**config.mk**
```make
export PLATFORM = sky130hd
export DESIGN_NAME = filter_ctrl
export DESIGN_NICKNAME = d
export VERILOG_FILES = /design/src/rtl/filter_ctrl.sv
export SDC_FILE = /design/constraint.sdc
export NUM_CORES = 1
export LEC_CHECK = 0
export BUFFER_PORTS_ARGS = -buffer_cell sky130_fd_sc_hd__buf_2
export CAP_MARGIN = 20
export CORE_ASPECT_RATIO = 1.2
export CORE_MARGIN = 2
export CORE_UTILIZATION = 65
export CTS_CLUSTER_SIZE = 16
export DETAILED_ROUTE_END_ITERATION = 8
export GPL_ROUTABILITY_DRIVEN = 0
export PLACE_DENSITY = 0.82
export REMOVE_ABC_BUFFERS = 1
export SETUP_SLACK_MARGIN = 0.1
export SYNTH_ARGS = -nofsm -noshare
export SYNTH_HDL_FRONTEND = slang
export SYNTH_SLANG_ARGS = --single-unit
```
**constraint.sdc**
```tcl
create_clock -name clk -period 8.9 [get_ports clk]
set_clock_uncertainty 0.1 [all_clocks]
set_input_delay 0.89 -clock clk [delete_from_list [all_inputs] [get_ports clk]]
set_output_delay 0.89 -clock clk [all_outputs]
set_load 0.01 [all_outputs]
```
**src/rtl/filter_ctrl.sv**
```systemverilog
// filter_ctrl: frame-synchronous controller for the 3x3 line-buffer filter.
// Measures the incoming frame geometry and locks it. Filter/bypass requests
// take effect only on frame boundaries, and bypass is forced until the
// geometry is locked. Also produces a per-beat image-border flag.
//
// Ports:
//   clk, rst         video clock, asynchronous active-high reset
//   bypass_req       software request (1 = bypass, 0 = filter)
//   d_valid, hs_in   pixel beat valid, end-of-line marker (with d_valid)
//   vs_in            frame sync level, rising edge = frame boundary
//   pix_count        locked pixels per line
//   line_count       locked lines per frame
//   bypass_out       bypass control to the filter datapath
//   cfg_valid        geometry locked, filtering allowed
//   border_out       registered edge-of-image flag, qualified by border_dv
//   border_dv        d_valid delayed one cycle
//   err_line_long    line exceeded MAX_LINE (sticky until next vs rise)
//   err_geom_change  one-cycle pulse when a locked geometry is broken
//   frame_cnt        completed locked frames, wraps
module filter_ctrl #(
  parameter int MAX_LINE = 1024,
  parameter int MIN_SIZE = 3,
  parameter int CNT_W    = 16
) (
  input  logic             clk,
  input  logic             rst,
  input  logic             bypass_req,
  input  logic             d_valid,
  input  logic             hs_in,
  input  logic             vs_in,
  output logic [CNT_W-1:0] pix_count,
  output logic [CNT_W-1:0] line_count,
  output logic             bypass_out,
  output logic             cfg_valid,
  output logic             border_out,
  output logic             border_dv,
  output logic             err_line_long,
  output logic             err_geom_change,
  output logic [CNT_W-1:0] frame_cnt
);

  typedef enum logic [1:0] {IDLE, MEASURE, LOCKED} state_t;

  localparam logic [CNT_W-1:0] MAX_C = CNT_W'(MAX_LINE);
  localparam logic [CNT_W-1:0] MIN_C = CNT_W'(MIN_SIZE);

  state_t           state;
  logic             vs_d;
  logic [CNT_W-1:0] x_cnt, y_cnt, ref_len;
  logic             mism;

  logic             vs_rise, line_end, long_now;
  logic [CNT_W-1:0] cur_len, ref_eff, y_eff;
  logic             mism_eff, long_eff, frame_ok, geom_same, on_border;

  assign vs_rise  = vs_in & ~vs_d;
  assign line_end = d_valid & hs_in;
  assign cur_len  = x_cnt + 1'b1;
  // Beat that pushes x_cnt to MAX_LINE without ending the line.
  assign long_now = d_valid & ~hs_in & (x_cnt >= MAX_C - 1'b1);

  // Frame-end view including a line end landing on the vs-rise cycle.
  always_comb begin
    ref_eff  = ref_len;
    y_eff    = y_cnt;
    mism_eff = mism;
    if (line_end) begin
      y_eff = y_cnt + 1'b1;
      if (y_cnt == '0) ref_eff = cur_len;
      else if (cur_len != ref_len) mism_eff = 1'b1;
    end
  end

  assign long_eff  = err_line_long | long_now;
  assign frame_ok  = ~mism_eff & ~long_eff & (ref_eff >= MIN_C) &
                     (y_eff >= MIN_C) & (ref_eff <= MAX_C);
  assign geom_same = (ref_eff == pix_count) & (y_eff == line_count);
  assign on_border = (x_cnt == '0) | (x_cnt == pix_count - 1'b1) |
                     (y_cnt == '0) | (y_cnt == line_count - 1'b1);

  // Geometry measurement counters; everything is frame-local.
  always_ff @(posedge clk or posedge rst) begin
    if (rst) begin
      vs_d          <= 1'b0;
      x_cnt         <= '0;
      y_cnt         <= '0;
      ref_len       <= '0;
      mism          <= 1'b0;
      err_line_long <= 1'b0;
    end else begin
      vs_d <= vs_in;
      if (vs_rise) begin
        x_cnt         <= '0;
        y_cnt         <= '0;
        ref_len       <= '0;
        mism          <= 1'b0;
        err_line_long <= 1'b0;
      end else if (d_valid) begin
        if (hs_in) begin
          x_cnt <= '0;
          y_cnt <= y_cnt + 1'b1;
          if (y_cnt == '0) ref_len <= cur_len;
          else if (cur_len != ref_len) mism <= 1'b1;
        end else if (x_cnt < MAX_C) begin
          x_cnt <= x_cnt + 1'b1;
        end
        if (long_now) err_line_long <= 1'b1;
      end
    end
  end

  // Lock state machine; all transitions happen on a vs rise.
  always_ff @(posedge clk or posedge rst) begin
    if (rst) begin
      state           <= IDLE;
      pix_count       <= '0;
      line_count      <= '0;
      cfg_valid       <= 1'b0;
      bypass_out      <= 1'b1;
      err_geom_change <= 1'b0;
      frame_cnt       <= '0;
      border_out      <= 1'b0;
      border_dv       <= 1'b0;
    end else begin
      err_geom_change <= 1'b0;
      border_dv       <= d_valid;
      border_out      <= d_valid & (state == LOCKED) & on_border;
      if (vs_rise) begin
        case (state)
          IDLE: begin
            state      <= MEASURE;
            bypass_out <= 1'b1;
          end
          MEASURE: begin
            if (frame_ok) begin
              state      <= LOCKED;
              pix_count  <= ref_eff;
              line_count <= y_eff;
              cfg_valid  <= 1'b1;
              bypass_out <= bypass_req;
            end else begin
              bypass_out <= 1'b1;
            end
          end
          LOCKED: begin
            if (frame_ok && geom_same) begin
              frame_cnt  <= frame_cnt + 1'b1;
              bypass_out <= bypass_req;
            end else begin
              state           <= MEASURE;
              err_geom_change <= 1'b1;
              cfg_valid       <= 1'b0;
              bypass_out      <= 1'b1;
            end
          end
          default: begin
            state      <= IDLE;
            cfg_valid  <= 1'b0;
            bypass_out <= 1'b1;
          end
        endcase
      end
    end
  end

endmodule

```
# Yosys cells after proc, flatten, opt, wreduce, memory -nomap -nowiden
# Cells that the tools add are included.
# totals
ff_bits,106
input_bits,6
output_inout_bits,54
word_cells,103
# classes
addsub,5
magnitude_cmp,5
eq_ne,9
muxes,34
bitwise,20
n_reduce_logical,15
# op_table
cell,count
$mux 16,13
$eq 16x16->1,4
$add 16x1->16 const B,3
$ge 16x2->1 const B,2
$logic_not 16->1,2
$sub 16x1->16 const B,2
$ge 16x10->1 const B,1
$le 16x11->1 const B,1
$lt 16x11->1 const B,1
$mux 1,16
$ne 16x16->1,1
$and 1x1->1,11
$reduce_and 3->1,3
$pmux 2 s3,1
$reduce_and 2->1,3
$reduce_bool 2->1,3
$not 1->1,5
$mux 2,2
$ne 2x2->1 const B,2
$or 1x1->1,4
$reduce_and 4->1,1
$pmux 1 s3,1
$reduce_bool 3->1,1
$eq 2x1->1 const B,1
4 further kinds,4

# Longest topological paths before layout
# Gate-level depths: netlist of run 1.
# logic_depth
ltp_word,14
mapped_depth,15
mapped_depth_nobuf,12

# Least setup slack after synthesis of run 1
# Ideal clock, no wire load.
# synth_path
path_kind,input to register
start,input port d_valid
end,register frame_cnt[11]
setup_time_ps,127
arrival_time_ps,4094
setup_slack_ps,4579
cell_stages,12
path_cell_list,clkbuf_1 nand4_1 nor3_1 mux2i_1 a22oi_1 a31oi_1 o311ai_1 a311o_1 or4_1 buf_2 or4_4 xnor2_2
# synth_between
elab_chain_cells,10
word_cells_on_any_way,21
# synth_rtl
element,line_no,rtl
"start, declared",28,"input logic d_valid,"
branches (longest 8 deep; another with $ge 16x2->1),-,
$logic_and 1x1->1 (*),146,if (frame_ok && geom_same) begin
$reduce_and 3->1 (no source line) (*),-,
"end signal, assigned",147,frame_cnt <= frame_cnt + 1'b1;
"end, declared",39,output logic [CNT_W-1:0] frame_cnt
# Mark *: on every way between the ends.
# A chain may end at the register's enable or synchronous reset.

# Worst setup path in the final report of run 1
# layout_path
start,register x_cnt[3]
end,register frame_cnt[11]
# layout_between
elab_chain_cells,12
word_cells_on_any_way,22
# layout_rtl
element,line_no,rtl
"start, declared",49,"logic [CNT_W-1:0] x_cnt, y_cnt, ref_len;"
"start signal, assigned",105,x_cnt <= x_cnt + 1'b1;
branches (longest 10 deep; another with $add 16x1->16),-,
$logic_and 1x1->1 (*),146,
$reduce_and 3->1 (no source line) (*),-,
# Marked as above.

==> flow_metrics.tcl, run 1 <==
set metrics [dict create \
    run_status "finished, violations left" \
    violations "DRC" \
    critPathBufInv 0 \
    fmaxAchievable_mhz 196.6 \
    antenna_cells_inserted 0 \
    p_sw_frac 0.3573 \
    synth.lib_cells_used.distinct 75 \
    cells_traversed_along_the_worst_timing_path "nand4_1, nor4_1, xnor2_1, a41oi_1, a31oi_1, o311ai_1, a311o_1, or4_1, or4_4, xnor2_2" \
    worst-r2r-setup-slack_ps 3810 \
    yosys.area_share.simple 0.2430 \
    max-vdd-ir-drop_v 0.0001265 \
    static-leakage-power_nw 3.672 \
    placementRows 43 \
    route.vias.total 6911 \
    wire_per_inst_um 20.56 \
    report.final.slew_viol_count 0 \
    cpMaxStageDelayCell "sky130_fd_sc_hd__or4_1" \
    hold_violations 0 \
    met3_length_mm 1.755 \
    timing.max_slew.rel_slack 0.4475 \
    design.die.area_mm2 0.01264 \
    finalSetupViolations 0 \
    max_slew.worst_pin.slew_ps 822.4 \
    path_clk_slew_ps 70 \
    die_w_um 103.0 \
    grt.total_usage 0.3483 \
    hpwl_mm 15.28 \
    h-tree-depth 3 \
    power.switching_w 0.0004986 \
    critical_path.endpoint_type "flop" \
    adder_cell_fraction_of_synth_area 0.01638 \
    avgSynthCellArea_um2 8.891 \
    grt_first_pass_wirelength_mm 34.07 \
    clock-sinks 106 \
    min_path_type "flop to flop" \
    topRoutingLayerUsed "met4" \
    routed_wl_mm 21.26 \
    ys_top_cells_by_area "sky130_fd_sc_hd__dfrtp_1, sky130_fd_sc_hd__xnor2_1, sky130_fd_sc_hd__xor2_1" \
    synth_flop_cell "sky130_fd_sc_hd__dfrtp_1" \
    pwr-share-clk 0.287 \
    initial_antenna_violation_count 0 \
    wl_met1_mm 8.096 \
    cts_hold_buf 0 \
    synth-xor-area-share 0.1483 \
    met2WireLength_mm 10.00 \
    cp_num_cells 10 \
    first_global_vias 6595 \
    min_period_over_period 0.5715 \
    p_seq_frac 0.426 \
    syn2layout_area_growth_pct 7.241 \
    ys_seq_elements 106 \
    synth_compound_area_frac 0.1356 \
    netlist_area_mm2 0.007637 \
    synth-edff-count 0 \
    post_route_cells_drive_above_1_share 0.1414 \
    synth.yosys.seq_area_share 0.3475 \
    portBuffers 59 \
    worst_ep_arrival_time_ps 5230 \
    total_overflow_reported_by_the_global_router 0 \
    synth_top_family_by_area "simple AND/OR/NAND/NOR gates" \
    yosys.area.top_type_share 0.3440 \
    critical_path_fanouts_max 16 \
    worst_setup_path_startpoint "x_cnt[3]" \
    yosys_warnings 0 \
    worst_r2r_endpoint "frame_cnt[11]" \
    routed_via_density 6.684 \
    timing.critical_path.slowest_cell_delay_ps 860 \
    muxShareOfSynthArea 0.05374 \
    clock_root_buffer "sky130_fd_sc_hd__clkbuf_16" \
    tns_ps 0 \
    unrepaired_setup_endpoints_after_global_routing "no" \
    nets 888 \
    final_antenna_net_count 0 \
    post-route-min-period_ps 5086 \
    reg2regPathDepth 10 \
    final.hold.worst_slack_ps 369.2 \
    max_cap_viol_count 0 \
    layout_common_cells "sky130_fd_sc_hd__dfrtp_1, sky130_fd_sc_hd__xnor2_1, sky130_fd_sc_hd__buf_2, sky130_fd_sc_hd__nor2_1, sky130_fd_sc_hd__xor2_1" \
    design.core.area_mm2 0.01151 \
    synth_area_leader "sky130_fd_sc_hd__dfrtp_1" \
    dr.first_iter.drc_count 798 \
    boundaryPins 60 \
    criticalPathCategory "flop to flop" \
    power.density_mw_per_mm2 170.4 \
    numCtsBuffers 9 \
    post_synth_inst_count 859 \
    postSynth.asyncResetShare 1.000 \
    timing.critical_path.to "frame_cnt[11]" \
    die_y_um 122.7 \
    startpoint_type "flop" \
    cts_tree "built" \
    power.internal_w 0.0008969 \
    postCtsResizedCells 0 \
    critPathRequiredTime_ps 9040 \
    power_frac_comb 0.287 \
    worstReg2RegStart "x_cnt[3]" \
    drc 1 \
    clock_tree.buffer_depth 2 \
    post_cts.repair.setup_buffers 0 \
    clk_latency_ps 360 \
    layout.cells.most_common "sky130_fd_sc_hd__dfrtp_1" \
    drt_pass1_iterations 9 \
    post_dp_cell_area_mm2 0.007891 \
    critical_path.top_delay_family "simple AND/OR/NAND/NOR gates" \
    grt_start_max_net_pins 63 \
    final_cell_area_mm2 0.008190 \
    initial_utilization 0.6633 \
]
layer usage:
| layer | global-route usage | vias to the layer above |
|---|---|---|
| met5 | 0 | - |
| met4 | 0.2146 | 0 |
| met3 | 0.07973 | 121 |
| met2 | 0.5548 | 420 |
| met1 | 0.4245 | 3273 |
| li1 | - | 3097 |
registers in the layout, indices dropped and copies added, names as in the netlist:
signal and count:
bypass_out 1, x_cnt 16, cfg_valid 1, err_geom_change 1
err_line_long 1, state 2, frame_cnt 16, mism 1
border_dv 1, pix_count 16, border_out 1, line_count 16
ref_len 16, vs_d 1, y_cnt 16
power groups by stage:
stage	logic, W	registers (W)	clock network, W
CTS	0.000390	0.000589	0.000402
detailed placement	0.000386	0.000597	0
global placement	0.000369	0.000596	0
global route	0.000434	0.000598	0.000426
floorplan	0.000270	0.000588	0
finish	0.000400	0.000594	0.000401
worst min-delay path by stage:
stage	startpoint	end	slack, ps	cells after the start
CTS	frame_cnt[15]	frame_cnt[15]	370	1
finish	frame_cnt[15]	frame_cnt[15]	370	1
floorplan	frame_cnt[15]	frame_cnt[15]	400	1
global placement	frame_cnt[15]	frame_cnt[15]	360	1
global route	frame_cnt[15]	frame_cnt[15]	400	1
detailed placement	frame_cnt[15]	frame_cnt[15]	360	1
kinds of logic after synthesis:
group	count (synthesis)
fa+ha+maj	10
flops	106
simple gates	329
xor+xnor	122
compound gates	153
buf+inv	101
mux	38
through the flow:
step                setup WS [ps]  utilization  power [W]  std cells
CTS                          3891       0.7114   0.001382       1034
finish                       3814       0.7114   0.001396       1034
detailed placement           3844       0.6854  0.0009832       1018
global placement             3942       0.6854  0.0009653       1018
floorplan                    4335            -  0.0008577        797
global route                 3572       0.7114   0.001458       1034
final cells by class:
| cell class | instances | area, um^2 |
|---|---|---|
| Inverter | 39 | 148.9 |
| Timing Repair Buffer | 64 | 332.8 |
| Tap cell | 157 | 196.4 |
| Clock inverter | 5 | 46.29 |
| Fill cell | 921 | 3323 |
| Clock buffer | 11 | 252.7 |
| Multi-Input combinational cell | 652 | 4559 |
| Sequential cell | 106 | 2654 |
cells in the mapped netlist, types with 5 or more instances:
cell type / count
sky130_fd_sc_hd__a21oi_1: 19
sky130_fd_sc_hd__and3_1: 17
sky130_fd_sc_hd__nand3_1: 37
sky130_fd_sc_hd__nor3_1: 35
sky130_fd_sc_hd__ha_1: 10
sky130_fd_sc_hd__mux2_2: 24
sky130_fd_sc_hd__nand2_1: 44
sky130_fd_sc_hd__dfrtp_1: 105
sky130_fd_sc_hd__nor4_1: 22
sky130_fd_sc_hd__xor2_1: 48
sky130_fd_sc_hd__and2_1: 34
sky130_fd_sc_hd__nor4b_1: 6
sky130_fd_sc_hd__nor2b_1: 5
sky130_fd_sc_hd__or4_1: 7
sky130_fd_sc_hd__o31ai_1: 6
sky130_fd_sc_hd__a211oi_1: 11
sky130_fd_sc_hd__inv_1: 39
sky130_fd_sc_hd__clkbuf_1: 30
sky130_fd_sc_hd__nand2b_1: 14
sky130_fd_sc_hd__or3_1: 6
sky130_fd_sc_hd__mux2i_1: 14
sky130_fd_sc_hd__a31oi_1: 11
sky130_fd_sc_hd__o21ai_0: 46
sky130_fd_sc_hd__a2111oi_0: 6
sky130_fd_sc_hd__buf_2: 25
sky130_fd_sc_hd__nand4_1: 18
sky130_fd_sc_hd__xnor2_1: 69
sky130_fd_sc_hd__nor2_1: 57
worst reg2reg max path, cell delays in order (launching register included):
cell	delay [ps]
sky130_fd_sc_hd__dfrtp_1	650
sky130_fd_sc_hd__nand4_1	530
sky130_fd_sc_hd__nor4_1	790
sky130_fd_sc_hd__xnor2_1	270
sky130_fd_sc_hd__a41oi_1	190
sky130_fd_sc_hd__a31oi_1	250
sky130_fd_sc_hd__o311ai_1	150
sky130_fd_sc_hd__a311o_1	430
sky130_fd_sc_hd__or4_1	860
sky130_fd_sc_hd__or4_4	640
sky130_fd_sc_hd__xnor2_2	140
Power figures use the tool's default switching activity.
==> run 2: changes to the inputs <==
- ABC_AREA: not set -> 1
- CORE_UTILIZATION: 65 -> 55
- PLACE_DENSITY: 0.82 -> 0.74
- clock period: 8.9 -> 4.54 ns (I/O delays scaled with it)
==> run 2 against run 1 <==
  * The flow now finishes without violations
  * Cell count up 24%
  * Utilization down 10 points
  * Count of clock-buffer cells in the layout down 1
  * Combinational power rose to 2.9 times the previous value
  * Worst setup slack worse by 3000 ps
  * Hold slack worse by 260 ps
  * Routed wire length down 8.8%
  * Synthesized area down 4.5%
  * Power up 120%
  * Fmax up 35%
  * Clock power up 93%
  * Highest routed layer unchanged
  * Sequential share of layout area up 0.85 points
==> flow_metrics.tcl, run 2 <==
set metrics [dict create \
    synth-edff-count 0 \
    final_antenna_net_count 0 \
    post_cts.repair.setup_buffers 0 \
    netlist_area_mm2 0.007291 \
    post_synth_inst_count 1056 \
    routed_via_density 5.335 \
    path_common_cell "sky130_fd_sc_hd__nand2_1" \
    p_seq_frac 0.365 \
    drt_pass1_iterations 5 \
    post-route-min-period_ps 3762 \
    min_path_type "input pin to flop" \
    cts_tree "built" \
    clock_tree.buffer_depth 2 \
    run_status "finished, final reports clean" \
    worst_ep_arrival_time_ps 3920 \
    power_frac_comb 0.381 \
    cells_traversed_along_the_worst_timing_path "ha_1, nand3_4, nor2_2, nand2_1, nand2_1, nand3_1, nand2_1, nand2_1, nor2_2, nand2_1, o21ai_2, nand2_1, nor2_4, nand3_2, buf_4, nand2_1, o21ai_2" \
    wire_per_inst_um 15.13 \
    critPathRequiredTime_ps 4700 \
    layout.core_utilization 0.6109 \
    clk_latency_ps 370 \
    ys_top_cells_by_area "sky130_fd_sc_hd__dfrtp_1, sky130_fd_sc_hd__nand2_1, sky130_fd_sc_hd__nor2_1" \
    portBuffers 59 \
    worstReg2RegStart "x_cnt[0]" \
    max_cap_viol_count 0 \
    design.core.area_mm2 0.01307 \
    post_route_cells_drive_above_1_share 0.1239 \
    grt_start_max_net_pins 77 \
    critical_path_fanouts_max 38 \
    first_global_vias 6443 \
    grt.total_usage 0.2836 \
    route.vias.total 6840 \
    worst_hold_path.num_cells 1 \
    worst_r2r_endpoint "line_count[15]" \
    tns_ps 0 \
    drc 0 \
    numCtsBuffers 9 \
    cpMaxStageDelayCell "sky130_fd_sc_hd__nand3_2" \
    critPathBufInv 1 \
    max-vdd-ir-drop_v 0.0002379 \
    clock_root_buffer "sky130_fd_sc_hd__clkbuf_16" \
    layout.cells.most_common "sky130_fd_sc_hd__nand2_1" \
    power.density_mw_per_mm2 381.8 \
    pwr-share-clk 0.254 \
    syn2layout_area_growth_pct 9.473 \
    initial_utilization 0.5580 \
    synth.yosys.seq_area_share 0.3640 \
    max_slew.worst_pin.slew_ps 941.1 \
    criticalPathCategory "flop to flop" \
    startpoint_type "flop" \
    post_synth_most_frequent_cells "sky130_fd_sc_hd__nand2_1, sky130_fd_sc_hd__nor2_1, sky130_fd_sc_hd__inv_1, sky130_fd_sc_hd__dfrtp_1, sky130_fd_sc_hd__nand3_1" \
    fmaxAchievable_mhz 265.8 \
    die_w_um 109.1 \
    hold_violations 0 \
    unrepaired_setup_endpoints_after_global_routing "no" \
    h-tree-depth 3 \
    routed_wl_mm 19.40 \
    synth.lib_cells_used.distinct 44 \
    post-synth-top-count-cell "sky130_fd_sc_hd__nand2_1" \
    total_overflow_reported_by_the_global_router 0 \
    placementRows 46 \
    critical_path.top_delay_family "simple AND/OR/NAND/NOR gates" \
    path_clk_slew_ps 80 \
    yosys_warnings 0 \
    power.switching_w 0.001225 \
    dr.first_iter.drc_count 527 \
    initial_antenna_violation_count 0 \
    reg2regPathDepth 17 \
    die_y_um 130.1 \
    boundaryPins 60 \
    start_point_of_the_worst_min_delay_path "vs_in" \
    hpwl_mm 14.65 \
    synth_flop_cell "sky130_fd_sc_hd__dfrtp_1" \
    postCtsResizedCells 0 \
    antenna_cells_inserted 0 \
    critical_path.endpoint_type "flop" \
    postSynth.asyncResetShare 1.000 \
    cts_hold_buf 0 \
    static-leakage-power_nw 4.147 \
    worst-r2r-setup-slack_ps 780 \
    yosys.area.top_type_share 0.3604 \
    grt_first_pass_wirelength_mm 31.24 \
    power.internal_w 0.001822 \
    avgSynthCellArea_um2 6.904 \
    worst_hold_path_ep "vs_d" \
    p_sw_frac 0.4020 \
    timing.critical_path.slowest_cell_delay_ps 570 \
    layout_common_cells "sky130_fd_sc_hd__nand2_1, sky130_fd_sc_hd__nor2_1, sky130_fd_sc_hd__inv_1, sky130_fd_sc_hd__dfrtp_1, sky130_fd_sc_hd__nand3_1" \
    min_period_over_period 0.8286 \
    finalSetupViolations 0 \
    report.final.slew_viol_count 0 \
    design.die.area_mm2 0.01420 \
    clock-sinks 106 \
    nets 1125 \
    final.hold.worst_slack_ps 107.1 \
    timing.max_slew.rel_slack 0.3726 \
    synth_area_leader "sky130_fd_sc_hd__dfrtp_1" \
    ys_seq_elements 106 \
]
-- run 2: changes by cell type after synthesis, moves of 34 or more --
cell	delta
sky130_fd_sc_hd__and2_1	-34
sky130_fd_sc_hd__inv_1	+84
sky130_fd_sc_hd__nand2_1	+281
sky130_fd_sc_hd__nand3_1	+43
sky130_fd_sc_hd__nor2_1	+76
sky130_fd_sc_hd__xnor2_1	-57
-- run 2: metal layers --
layer / GRT usage / vias to the layer above / part of all wire / wire (um)
li1: - / 3465 / - / -
met1: 0.3602 / 3159 / 0.43 / 8341
met2: 0.4885 / 181 / 0.50 / 9691
met3: 0.02947 / 35 / 0.039 / 764
met4: 0.1237 / 0 / 0.031 / 597
met5: 0 / - / 0 / 0
-- run 2: power by group through the flow --
stage          clock network, W  logic [W]  registers [W]
3_5_place_dp                  0    0.00115        0.00113
5_1_grt                0.000809    0.00131        0.00112
6_report               0.000772    0.00116        0.00111
3_3_place_gp                  0    0.00113        0.00113
2_1_floorplan                 0   0.000869        0.00112
4_1_cts                0.000775    0.00116        0.00111
-- run 2: area by class of cell --
type,count,area (um^2)
clock inverter,6,55.05
timing repair buffer,62,317.8
clock buffer,10,229.0
inverter,131,494.2
multi-input combinational,799,4021
sequential,106,2654
fill,1256,5084
tap,168,210.2
-- run 2: kinds of logic after synthesis --
| kind of cell | Yosys count | synth area share |
|---|---|---|
| fa+ha+maj | 10 | 0.01716 |
| simple gates | 635 | 0.3844 |
| flops | 106 | 0.3640 |
| compound gates | 93 | 0.07328 |
| xor+xnor | 61 | 0.07637 |
| buf+inv | 151 | 0.08478 |
-- run 2: worst max path at each step --
stage / start / depth (start not counted) / to
finish: x_cnt[0] / 17 / line_count[15]
global route: x_cnt[0] / 17 / line_count[15]
CTS: x_cnt[0] / 17 / line_count[15]
detailed placement: d_valid / 16 / line_count[12]
global placement: d_valid / 16 / line_count[3]
floorplan: rst / 1 / border_dv
-- run 2: metrics by stage --
stage,area (um^2),setup slack [ps],power (W),std cells
floorplan,7164,1199,0.001994,1036
global placement,7697,810.2,0.002259,1266
detailed placement,7697,731.0,0.002279,1266
CTS,7981,812.3,0.003040,1282
global route,7981,448.8,0.003243,1282
finish,7981,778.4,0.003047,1282
